[config.mk]
export PLATFORM = sky130hd
export DESIGN_NAME = present_affine_pipe
export DESIGN_NICKNAME = d
export VERILOG_FILES = /design/src/rtl/present_affine_pipe.sv
export SDC_FILE = /design/constraint.sdc
export NUM_CORES = 1
export LEC_CHECK = 0
export BUFFER_PORTS_ARGS = -buffer_cell sky130_fd_sc_hd__buf_2
export CAP_MARGIN = 25
export CORE_MARGIN = 4
export CORE_UTILIZATION = 25
export DETAILED_ROUTE_END_ITERATION = 12
export SYNTH_ARGS = -nofsm -noshare
export SYNTH_HDL_FRONTEND = slang
export SYNTH_SLANG_ARGS = --single-unit
[constraint.sdc]
create_clock -name clk -period 2.7 [get_ports clk]
set_input_delay 0.54 -clock clk [delete_from_list [all_inputs] [get_ports clk]]
set_output_delay 0.54 -clock clk [all_outputs]
set_load 0.1 [all_outputs]
[src/rtl/present_affine_pipe.sv]
// present_affine_pipe
//   Registered, share-wise PRESENT affine layer (input / middle / output affine
//   or bypass, chosen per beat). It sits between nonlinear stages of a masked
//   S-box pipeline. The round constant goes into share 0 only, so the XOR of all
//   output shares equals the unshared affine of the XOR of all input shares.
//   A 2-entry elastic buffer (main M + skid S) provides valid/ready flow control.
//   out_data comes straight from flops, so no glitches reach the next nonlinear
//   stage.
// Ports
//   clk        rising-edge clock
//   rst        synchronous reset, active high
//   in_valid   input beat valid
//   in_ready   beat can be accepted (registered state only)
//   in_mode    0=input affine, 1=middle, 2=output affine, 3=bypass
//   in_data    share s at [s*W +: W], nibble n of a share at [n*4 +: 4]
//   out_valid  output beat valid
//   out_ready  downstream accepts the beat
//   out_data   transformed shares, same layout as in_data
//   out_mode   mode that produced out_data
module present_affine_pipe #(
  parameter int SHARES  = 3,
  parameter int NIBBLES = 1
) (
  input  logic                         clk,
  input  logic                         rst,
  input  logic                         in_valid,
  output logic                         in_ready,
  input  logic [1:0]                   in_mode,
  input  logic [SHARES*4*NIBBLES-1:0]  in_data,
  output logic                         out_valid,
  input  logic                         out_ready,
  output logic [SHARES*4*NIBBLES-1:0]  out_data,
  output logic [1:0]                   out_mode
);

  localparam int W  = 4 * NIBBLES;
  localparam int DW = SHARES * W;

  // c is 1 only for share 0; every other share gets the purely linear part.
  function automatic logic [3:0] affine_nib(input logic [3:0] x, input logic c,
                                            input logic [1:0] mode);
    logic [3:0] y;
    case (mode)
      2'd0:    y = {x[1] ^ x[2] ^ c, x[1], x[3], x[0]};
      2'd1:    y = {x[0] ^ x[1], x[0], x[2], x[2] ^ x[3]};
      2'd2:    y = {c ^ x[1] ^ x[2] ^ x[3], x[0] ^ x[2] ^ x[3],
                    x[1] ^ x[2], x[0] ^ x[3] ^ c};
      default: y = x;
    endcase
    return y;
  endfunction

  logic [DW-1:0] aff_data;
  logic [DW-1:0] m_data, s_data;
  logic [1:0]    m_mode, s_mode;
  logic          m_full, s_full;
  logic          acc, pop;

  always_comb begin
    aff_data = '0;
    for (int s = 0; s < SHARES; s++) begin
      for (int n = 0; n < NIBBLES; n++) begin
        aff_data[s*W + n*4 +: 4] = affine_nib(in_data[s*W + n*4 +: 4], (s == 0), in_mode);
      end
    end
  end

  // in_ready depends only on registered state and rst, never on out_ready.
  assign in_ready  = ~s_full & ~rst;
  assign out_valid = m_full;
  assign out_data  = m_data;
  assign out_mode  = m_mode;
  assign acc       = in_valid & in_ready;
  assign pop       = out_valid & out_ready;

  always_ff @(posedge clk) begin
    if (rst) begin
      m_full <= 1'b0;
      s_full <= 1'b0;
      m_data <= '0;
      m_mode <= 2'd0;
      s_data <= '0;
      s_mode <= 2'd0;
    end else if (pop & s_full) begin
      // S refills M; acc cannot coincide because in_ready is low while S is full.
      m_data <= s_data;
      m_mode <= s_mode;
      s_full <= 1'b0;
    end else if (acc & (~m_full | pop)) begin
      m_data <= aff_data;
      m_mode <= in_mode;
      m_full <= 1'b1;
    end else if (acc) begin
      // M full and not draining: overflow into the skid register.
      s_data <= aff_data;
      s_mode <= in_mode;
      s_full <= 1'b1;
    end else if (pop) begin
      m_full <= 1'b0;
    end
  end

endmodule

# == After elaboration in Yosys (flattened, before gate mapping) ==
# Index checks and enable logic that the tools add are counted.
# word_totals
reg_bits,30
latch_bits,0
mem_bits_rw,0
rom_bits,0
input_bits,18
out_inout_bits,16
elab_cells,62
mem_count,0
# op_classes
addsub,0
multipliers,0
n_div,0
n_lt_le_gt_ge,0
eq_ne,3
n_shift,0
mux,10
bitwise,36
n_reduce_logical,7
# op_table
operator,n
4-bit case mux with 3 select lines,3
12-bit two-way mux,2
1-bit bitwise XOR,22
1-bit NOT,8
3-bit AND reduction,2
1-bit bitwise AND,5
2-bit two-way mux,2
2-bit nonzero test,2
1-bit two-way mux,3
2-bit by 1-bit == test with 1-bit output (second input constant),1
2-bit == test (second input constant),1
2-bit logical NOT,1
2-bit by 1-bit != test with 1-bit output (second input constant),1
2-bit AND reduction,1
2-bit OR reduction,1
1-bit bitwise OR,1

# == Depth between registers and ports, before layout ==
# Gate-level depths: netlist of the first run.
# depth
ltp_word,6
mapped_depth,7
mapped_depth_nobuf,4

# == Least setup slack after synthesis of the first run ==
# No wires, ideal clock.
# synth_path
path_kind,input to output
start,input rst
end,output in_ready
t_arrival_ns,2.232
t_required_ns,2.160
path_slack_ns,-0.072
path_stages,3
n_path_buf,2
cell_sequence,buf_2 > buf_1 > nor2_1
# synth_via
elab_chain_len,2
# synth_lines
element,line_no,source
"start, declared",25,"input logic rst,"
1-bit NOT,69,assign in_ready = ~s_full & ~rst;
1-bit bitwise AND,69,
"end, declared",27,"output logic in_ready,"
# No other way between the ends.

# == Worst setup path after layout of the first run ==
# Ends and elaborated chain as after synthesis.

==> flow_summary.toml, run 1 <==
[die]
num_rows = 31
dieWidth_um = 94.12
start_util_pct = 25.70
die_area_um2 = 8859
fp.dieH_um = 94.12
fp.coreArea_um2 = 7214
ios = 34

[setup_path]
path_cells = "buf_2, nor2_2, buf_2"
path_class = "in -> out"
crit_path_end_kind = "output pin"
startpoint_type = "input port"
required_ns = 2.16
crit_path_max_fanout = 20
path_common_cell = "buf_2"
cp_slowest_cell = "buf_2"
arrival_ns = 1.33
slowest_delay_ns = 0.43

[synthesis]
synth-seq-cells = 30
synthCells = 233
yosys.cell_types.count = 37
ys.warnings.count = 0
syn_avg_cell_area_um2 = 7.958
synth_top_area_cell = "dfxtp_1"
synth.top_cell.area_share_pct = 32.39
ys_seq_area_share_pct = 32.39
syn_area_um2 = 1854
synth_fp_nets = 251
ys_top_cells_by_area = "dfxtp_1 32%, o21ai_0 6.5%, nor2_1 6.5%, a21oi_1 4.6%, a211oi_2 4.0%"

[routing]
final_antenna_net_count = 0
via_count = 1684
drt-total-wl_um = 4597
wl_per_cell_um = 13.17
first_iter_violations = 111
drc_errors = 0
vias_per_cell = 4.825
drtPass1Iterations = 4

[place]
io_buffer_count = 33
dp_hpwl_um = 3287
pre_cts_ws_ns = 0.6558
place.gp.congestion = 0.7863
postPlaceCellArea_um2 = 2042
dp.cells = 342

[finish]
multi_input_area_um2 = 1111
seqCellArea_um2 = 600.6
syn_to_final_growth_pct = 14.24
fin_area_um2 = 2118
drive_gt1_share_pct = 22.00
num-fill-cells = 803
fin_nets = 268
diodes = 0
fin_cells = 349

[timing]
hold_violations = 0
fmax_ghz = 0.5345
whs_ns = 0.4752
slew_headroom_pct = 59.39
period_share_pct = 69.30
final.min_clock_period_ns = 1.871
worst_clock_skew_ns = 0.001824
worstMarginPinSlew_ns = 0.6066
setup_violations = 0
timing.final.ws_setup_ns = 0.8290
final-max-slew-violation-count = 0
final.setup.tns_ns = 0
rsz0062_at_grt = "false"

[clock_network]
clock_latency_ns = 0.28
numCtsBuffers = 5
cts_tree = "built"
ctsResizeCount = 0
cts_num_sinks = 30
clock_path_buffers = 2
hold_buffers = 0
cts_setup_buffers = 0
cts_htree_levels = 2
path_clk_slew_ns = 0.06
cts-root-buf = "clkbuf_8"

[global_route]
antenna_found_initial = 0
grt_pass1_wl_um = 7783
grt_pass1_vias = 1571
grt_max_degree = 36
grt_overflow_total = 0
grt_use_total_pct = 11.19

[power]
p_leak_nw = 0.8724
ir_worst_vdd_v = 0.0002594
power.density_nw_per_um2 = 537.1

[job]
maxCapViolCount = 0

[run_status]
status = "complete, no violations"

[worst_hold_path]
hold_class = "reg -> reg"
==> placed cells by master, fill, tap and decap left out, drive strengths merged <==
| cell | count |
|---|---|
| o211a | 3 |
| a221oi | 1 |
| nor4b | 1 |
| or3b | 3 |
| nand2b | 4 |
| nor2b | 3 |
| and3 | 10 |
| and2 | 1 |
| o22a | 1 |
| a211oi | 15 |
| nor2 | 32 |
| a21oi | 17 |
| o21ai | 24 |
| o22ai | 2 |
| a22oi | 3 |
| buf | 36 |
| and3b | 2 |
| nand2 | 5 |
| xnor2 | 8 |
| mux2i | 7 |
| a31oi | 12 |
| xor2 | 4 |
| o211ai | 2 |
| mux2 | 2 |
| inv | 5 |
| a22o | 2 |
| dfxtp | 30 |
| nand3 | 2 |
| nor3 | 4 |
| clkbuf | 7 |
| o31a | 1 |
| nor3b | 1 |
==> logic make-up after synthesis <==
family	count (synthesis)	synth area share, %
XOR/XNOR	12	5.668
flip-flops	30	32.39
AO/OA/AOI/OAI	83	29.49
buffers and inverters	31	7.828
multiplexers	9	4.993
AND/OR/NAND/NOR	68	19.64
==> worst paths after layout <==
kind / start / endpoint / slack (ns) / cells past startpoint
setup reg to reg: s_full$_SDFFE_PP0P_ / s_data[1]$_SDFFE_PP0P_ / 0.95 / 5
hold reg to reg: s_mode[0]$_SDFFE_PP0P_ / s_mode[0]$_SDFFE_PP0P_ / 0.48 / 2
hold / removal: s_mode[0]$_SDFFE_PP0P_ / s_mode[0]$_SDFFE_PP0P_ / 0.48 / 2
setup / recovery: rst / in_ready / 0.83 / 3
==> synthesized netlist by cell type <==
cell type	number
nor3_1	4
buf_6	2
buf_1	2
and3_1	10
inv_1	5
nor3b_1	1
and2_1	1
nor2_1	32
mux2_2	2
o22ai_1	2
nor4b_4	1
nor2b_1	3
nand3_1	2
o21ai_0	24
o22a_1	1
a22oi_1	3
clkbuf_1	13
a211oi_2	6
dfxtp_1	30
a21oi_1	17
and3b_1	2
o31a_1	1
nand2b_1	3
nand2_1	5
a22o_1	2
nand2b_4	1
o211ai_1	2
a211oi_1	9
xor2_1	4
or3b_2	3
buf_2	8
buf_4	1
a221oi_1	1
xnor2_1	8
o211a_1	3
mux2i_1	7
a31oi_1	12
==> stage by stage <==
step / total power [mW] / util [%]
finish: 1.138 / 29.36
global route: 1.202 / 29.36
CTS: 1.145 / 29.36
detailed placement: 0.8142 / 28.30
global placement: 0.8106 / 28.30
floorplan: 0.7518 / -
==> metal layers <==
metal / share of wire [%] / wire [um] / up-vias / global-route usage [%]
li1: - / - / 872 / -
met1: 47 / 2174 / 770 / 14.56
met2: 46 / 2116 / 36 / 17.68
met3: 5.6 / 256 / 6 / 4.006
met4: 1.1 / 49 / 0 / 2.527
met5: 0 / 0 / - / 0
==> cell type report <==
cell class	instances	area share, %
Multi-Input combinational cell	172	52.45
Sequential cell	30	28.35
Timing Repair Buffer	36	8.860
Tap cell	99	5.848
Clock buffer	7	3.603
Inverter	5	0.8860
==> power by group <==
group	internal [mW]	leakage [nW]	total, mW	switching, mW
logic	0.0826	0.590	0.326	0.243
registers	0.465	0.244	0.478	0.0131
clock network	0.177	0.0383	0.334	0.157
total	0.724	0.872	1.14	0.414
==> worst max-delay path, delay by kind of cell <==
kind | cells | cell delay, ns
buffers and inverters | 2 | 0.68
AND/OR/NAND/NOR | 1 | 0.12
==> flip-flops by register name, indices dropped and copies added (netlist names) <==
name / cells
out_data: 12
s_data: 12
out_mode: 2
s_mode: 2
out_valid: 1
s_full: 1
Note: power is estimated with default switching activity, not from simulation.
==> run 2: changes to the inputs <==
--- a/config.mk
+++ b/config.mk
@@ -5,6 +5,7 @@
 export SDC_FILE = /design/constraint.sdc
 export NUM_CORES = 1
 export LEC_CHECK = 0
+export ABC_AREA = 1
 export BUFFER_PORTS_ARGS = -buffer_cell sky130_fd_sc_hd__buf_2
 export CAP_MARGIN = 25
 export CORE_MARGIN = 4
==> constraint.sdc (replaced) <==
create_clock -name clk -period 1.95 [get_ports clk]
set_input_delay 0.39 -clock clk [delete_from_list [all_inputs] [get_ports clk]]
set_output_delay 0.39 -clock clk [all_outputs]
set_load 0.1 [all_outputs]
==> flow_summary.toml, run 2 <==
[power]
p_leak_nw = 1.089
power.density_nw_per_um2 = 806.5
ir_worst_vdd_v = 0.0004241
total_power_mw = 1.744

[setup_path]
slowest_delay_ns = 0.44
crit_path_max_fanout = 4
regToRegStartpoint = "out_valid$_SDFFE_PP0P_"
required_ns = 1.56
critPathTopFamily = "buffers and inverters"
reg2regPathDepth = 8
startpoint_type = "flop"
reg2reg_to = "s_data[3]$_SDFFE_PP0P_"
reg2reg_setup_slack_ns = 0.49
arrival_ns = 1.25
cp_slowest_cell = "buf_2"
path_cells = "nor2_4, buf_2"
cp-endpoint = "in_ready"
path_buf_inv = 1
critPathLaunch = "s_full$_SDFFE_PP0P_"
cp_num_cells = 2
crit_path_end_kind = "output pin"
path_class = "reg -> out"

[synthesis]
synth.top_cell.area_share_pct = 32.97
synth_fp_nets = 301
yosysMostFrequentCell = "nand2_1"
synth-async-reset-ratio_pct = 0
syn_area_um2 = 1822
ys.warnings.count = 0
synth_top_area_cell = "dfxtp_1"
synth_common_cells = "83 x nand2_1, 30 x a21oi_1, 30 x dfxtp_1, 27 x nand3_1, 23 x inv_1"
synth-seq-cells = 30
yosys.cell_types.count = 23
syn_avg_cell_area_um2 = 6.437
synth_edf_count = 0
ys_top_cells_by_area = "dfxtp_1 33%, nand2_1 17%, a21oi_1 8.2%, nand3_1 7.4%, o21ai_1 6.0%"
synthCells = 283
synth_flop_cell = "dfxtp_1"
ys_seq_area_share_pct = 32.97

[clock_network]
clock_latency_ns = 0.29
cts_num_sinks = 30
hold_buffers = 0
cts_setup_buffers = 0
path_clk_slew_ns = 0.07
cts_tree = "built"
cts_htree_levels = 2
numCtsBuffers = 5
cts-root-buf = "clkbuf_8"
clock_path_buffers = 2
ctsResizeCount = 0

[routing]
via_count = 1928
vias_per_cell = 4.680
drc_errors = 0
first_iter_violations = 135
wl_per_cell_um = 12.20
final_antenna_net_count = 0
drtPass1Iterations = 4
drt-total-wl_um = 5028

[die]
start_util_pct = 26.23
fp.dieH_um = 93.37
dieWidth_um = 93.37
ios = 34
num_rows = 30
fp.coreArea_um2 = 6944
die_area_um2 = 8717

[timing]
slew_headroom_pct = 66.50
fmax_ghz = 0.6106
worst_clock_skew_ns = 0.002684
hold_violations = 0
worstMarginPinSlew_ns = 0.5060
setup_violations = 0
rsz0062_at_grt = "false"
period_share_pct = 83.98
final.min_clock_period_ns = 1.638
final-max-slew-violation-count = 0
whs_ns = 0.3687
timing.final.ws_setup_ns = 0.3123
final.setup.tns_ns = 0

[place]
io_buffer_count = 33
place.gp.congestion = 0.8775
dp_hpwl_um = 3718
pre_cts_ws_ns = 0.1916

[finish]
multi_input_area_um2 = 1032
diodes = 0
num-fill-cells = 780
final_common_cell = "nand2_1"
seqCellArea_um2 = 601.8
syn_to_final_growth_pct = 18.68
fin_nets = 333
fin_util_pct = 31.14
layout_common_cells = "83 x nand2_1, 33 x buf_2, 30 x a21oi_1"
drive_gt1_share_pct = 20.89

[worst_hold_path]
hold_class = "in -> reg"
min-delay-start = "in_valid"

[global_route]
grt_pass1_vias = 1771
grt_use_total_pct = 12.46
antenna_found_initial = 0
grt_max_degree = 24
grt_overflow_total = 0
grt_pass1_wl_um = 8700

[run_status]
status = "complete, no violations"

[job]
maxCapViolCount = 0
==> run 2: changes by cell type in the layout (fill, tap and decap cells not counted), moves of 12 or more <==
| cell | change |
|---|---|
| a21oi_1 | +13 |
| inv_1 | +18 |
| nand2_1 | +78 |
| nand3_1 | +25 |
| nor2_1 | -14 |
| o21ai_0 | -12 |
| o21ai_1 | +22 |
==> run 2: worst register-to-register path, stage by stage (launching register included) <==
cell	delay, ns
dfxtp_2	0.35
inv_1	0.07
nor2_4	0.13
nand3_2	0.19
inv_2	0.37
nor2_1	0.08
nor2_1	0.08
o21ai_0	0.08
inv_1	0.06
==> run 2: layer usage <==
metal,vias to the layer above,share of wire [%],track usage (%),wire [um]
met2,53,46,19.77,2319
li1,996,-,-,-
met3,7,6.4,3.138,321
met1,872,46,16.19,2305
met4,0,1.6,4.762,82
met5,-,0,0,0
==> run 2: worst min path at each step <==
| stage | end | slack, ns | cells after the start |
|---|---|---|---|
| global route | out_valid$_SDFFE_PP0P_ | 0.38 | 3 |
| floorplan | out_mode[0]$_SDFFE_PP0P_ | 0.46 | 2 |
| global placement | out_mode[1]$_SDFFE_PP0P_ | 0.47 | 2 |
| CTS | out_valid$_SDFFE_PP0P_ | 0.37 | 3 |
| finish | out_valid$_SDFFE_PP0P_ | 0.37 | 3 |
| detailed placement | out_mode[0]$_SDFFE_PP0P_ | 0.48 | 2 |
==> run 2: final cells by class <==
class | instances | area share (%)
clock buffers | 8 | 5.093
inverters | 27 | 4.745
multi-input cells | 214 | 47.74
flip-flops and latches | 30 | 27.84
well taps | 96 | 5.556
repair buffers | 37 | 9.028
==> run 2: cell families (layout without fill, tap and decap cells) <==
group,count (synthesis),count (layout),share of synthesized area (%)
buffers and inverters,39,72,10.37
AOI/OAI and AO/OA,81,81,25.62
and+or+nand+nor,133,133,31.04
DFF,30,30,32.97
==> run 2: power by group <==
group          switching, mW  internal [mW]
Sequential            0.0169          0.646
Clock                  0.247          0.356
Combinational          0.369          0.108
==> run 2: stage by stage <==
stage | cells | instance area (um2)
global route | 412 | 2162
CTS | 412 | 2162
finish | 412 | 2162
detailed placement | 404 | 2052
global placement | 404 | 2052
floorplan | 283 | 1823
==> run 3: changes to the inputs <==
==> constraint.sdc (replaced) <==
create_clock -name clk -period 1.6 [get_ports clk]
set_input_delay 0.32 -clock clk [delete_from_list [all_inputs] [get_ports clk]]
set_output_delay 0.32 -clock clk [all_outputs]
set_load 0.1 [all_outputs]
==> flow_summary.toml, run 3 (synthesis results as in run 2) <==
[run_status]
status = "complete, no violations"

[routing]
drt-total-wl_um = 5238
drc_errors = 0
vias_per_cell = 4.652
first_iter_violations = 132
drtPass1Iterations = 4
via_count = 1977
final_antenna_net_count = 0
wl_per_cell_um = 12.32

[die]
num_rows = 30
ios = 34
fp.dieH_um = 93.37
die_area_um2 = 8717
fp.coreArea_um2 = 6944
start_util_pct = 26.23
dieWidth_um = 93.37

[timing]
worstMarginPinSlew_ns = 0.5016
final.min_clock_period_ns = 1.414
rsz0062_at_grt = "false"
worst_clock_skew_ns = 0.008076
final-max-slew-violation-count = 0
period_share_pct = 88.37
whs_ns = 0.3208
fmax_ghz = 0.7072
slew_headroom_pct = 66.79
hold_violations = 0
setup_violations = 0

[setup_path]
regToRegStartpoint = "s_full$_SDFFE_PP0P_"
path_cells = "buf_2"
required_ns = 1.28
cp_num_cells = 1
critPathTopFamily = "buffers and inverters"
startpoint_type = "flop"
reg2reg_setup_slack_ns = 0.33
crit_path_end_kind = "output pin"
cp-endpoint = "out_data[9]"
path_class = "reg -> out"
critPathLaunch = "out_data[9]$_SDFFE_PP0P_"
reg2regPathDepth = 6
reg2reg_to = "out_data[11]$_SDFFE_PP0P_"
cp_slowest_cell = "buf_2"
arrival_ns = 1.09
crit_path_max_fanout = 2
slowest_delay_ns = 0.44
path_buf_inv = 1

[clock_network]
ctsResizeCount = 0
cts_tree = "built"
cts-root-buf = "clkbuf_8"
cts_num_sinks = 30
cts_setup_buffers = 0
clock_path_buffers = 2
cts_htree_levels = 2
clock_latency_ns = 0.28
numCtsBuffers = 5
path_clk_slew_ns = 0.06
hold_buffers = 0

[power]
power_switching_mw = 0.7631
clock_power_share_pct = 30.6
internal_power_mw = 1.290
p_leak_nw = 1.148
power.density_nw_per_um2 = 909.6
seqPwrFrac_pct = 39.5
switching_share_pct = 37.17
ir_worst_vdd_v = 0.0004293
combPwrFrac_pct = 29.9

[global_route]
grt_use_total_pct = 12.46
grt_max_degree = 16
grt_pass1_wl_um = 8804
antenna_found_initial = 0
grt_overflow_total = 0
grt_pass1_vias = 1833

[finish]
multi_input_area_um2 = 1032
fin_cells = 425
syn_to_final_growth_pct = 23.90
layout_common_cells = "83 x nand2_1, 32 x buf_2, 30 x a21oi_1"
fin_nets = 346
diodes = 0
final_common_cell = "nand2_1"
num-fill-cells = 768
seqCellArea_um2 = 603.1
drive_gt1_share_pct = 24.01

[worst_hold_path]
min-delay-start = "in_valid"
hold_class = "in -> reg"

[place]
dp.cells = 417
io_buffer_count = 33
place.gp.congestion = 0.8917
dp_hpwl_um = 3998

[job]
maxCapViolCount = 0
run 3: changes by cell type in the layout (fill, tap and decap cells not counted), sizes merged:
cell,previous run,this run
clkbuf,8,7
buf,37,50
clkinv,1,2
run 3: power by group through the flow:
stage          logic (mW)  registers (mW)  clock network (mW)
2_1_floorplan       0.250            1.03                   0
3_3_place_gp        0.612           0.827                   0
3_5_place_dp        0.614           0.827                   0
4_1_cts             0.617           0.811               0.647
5_1_grt             0.667           0.816               0.690
6_report            0.613           0.811               0.629
run 3: area by class of cell:
cell class                 count  area share, %
multi-input combinational    214          45.73
clock buffer                   7          3.825
timing repair buffer          50          13.64
sequential                    30          26.72
tap                           96          5.322
clock inverter                 1         0.2217
inverter                      27          4.545
run 3: through the flow:
stage	area, um2	power, mW	worst slack, ns	util [%]	setup TNS (ns)
floorplan	1824	1.284	-0.08287	-	-0.8074
detailed placement	2166	1.441	0.1261	31.19	0
CTS	2257	2.075	0.1838	32.50	0
global route	2257	2.172	0.1523	32.50	0
finish	2257	2.053	0.1860	32.50	0
global placement	2166	1.439	0.08404	31.19	0
run 3: worst min-delay path by stage:
stage	endpoint	slack, ns	depth (start not counted)
after floorplan	out_valid$_SDFFE_PP0P_	0.43	1
after global placement	out_mode[1]$_SDFFE_PP0P_	0.47	2
after detailed placement	out_mode[1]$_SDFFE_PP0P_	0.47	2
after CTS	out_valid$_SDFFE_PP0P_	0.31	3
after global routing	out_valid$_SDFFE_PP0P_	0.33	3
final	out_valid$_SDFFE_PP0P_	0.32	3
run 3: per-layer routing:
metal	up-vias	GRT usage, %	part of all wire, %
met5	-	0	0
met4	0	1.832	0.29
met3	3	3.459	5.9
met2	57	19.00	46
met1	894	17.79	48
li1	1023	-	-
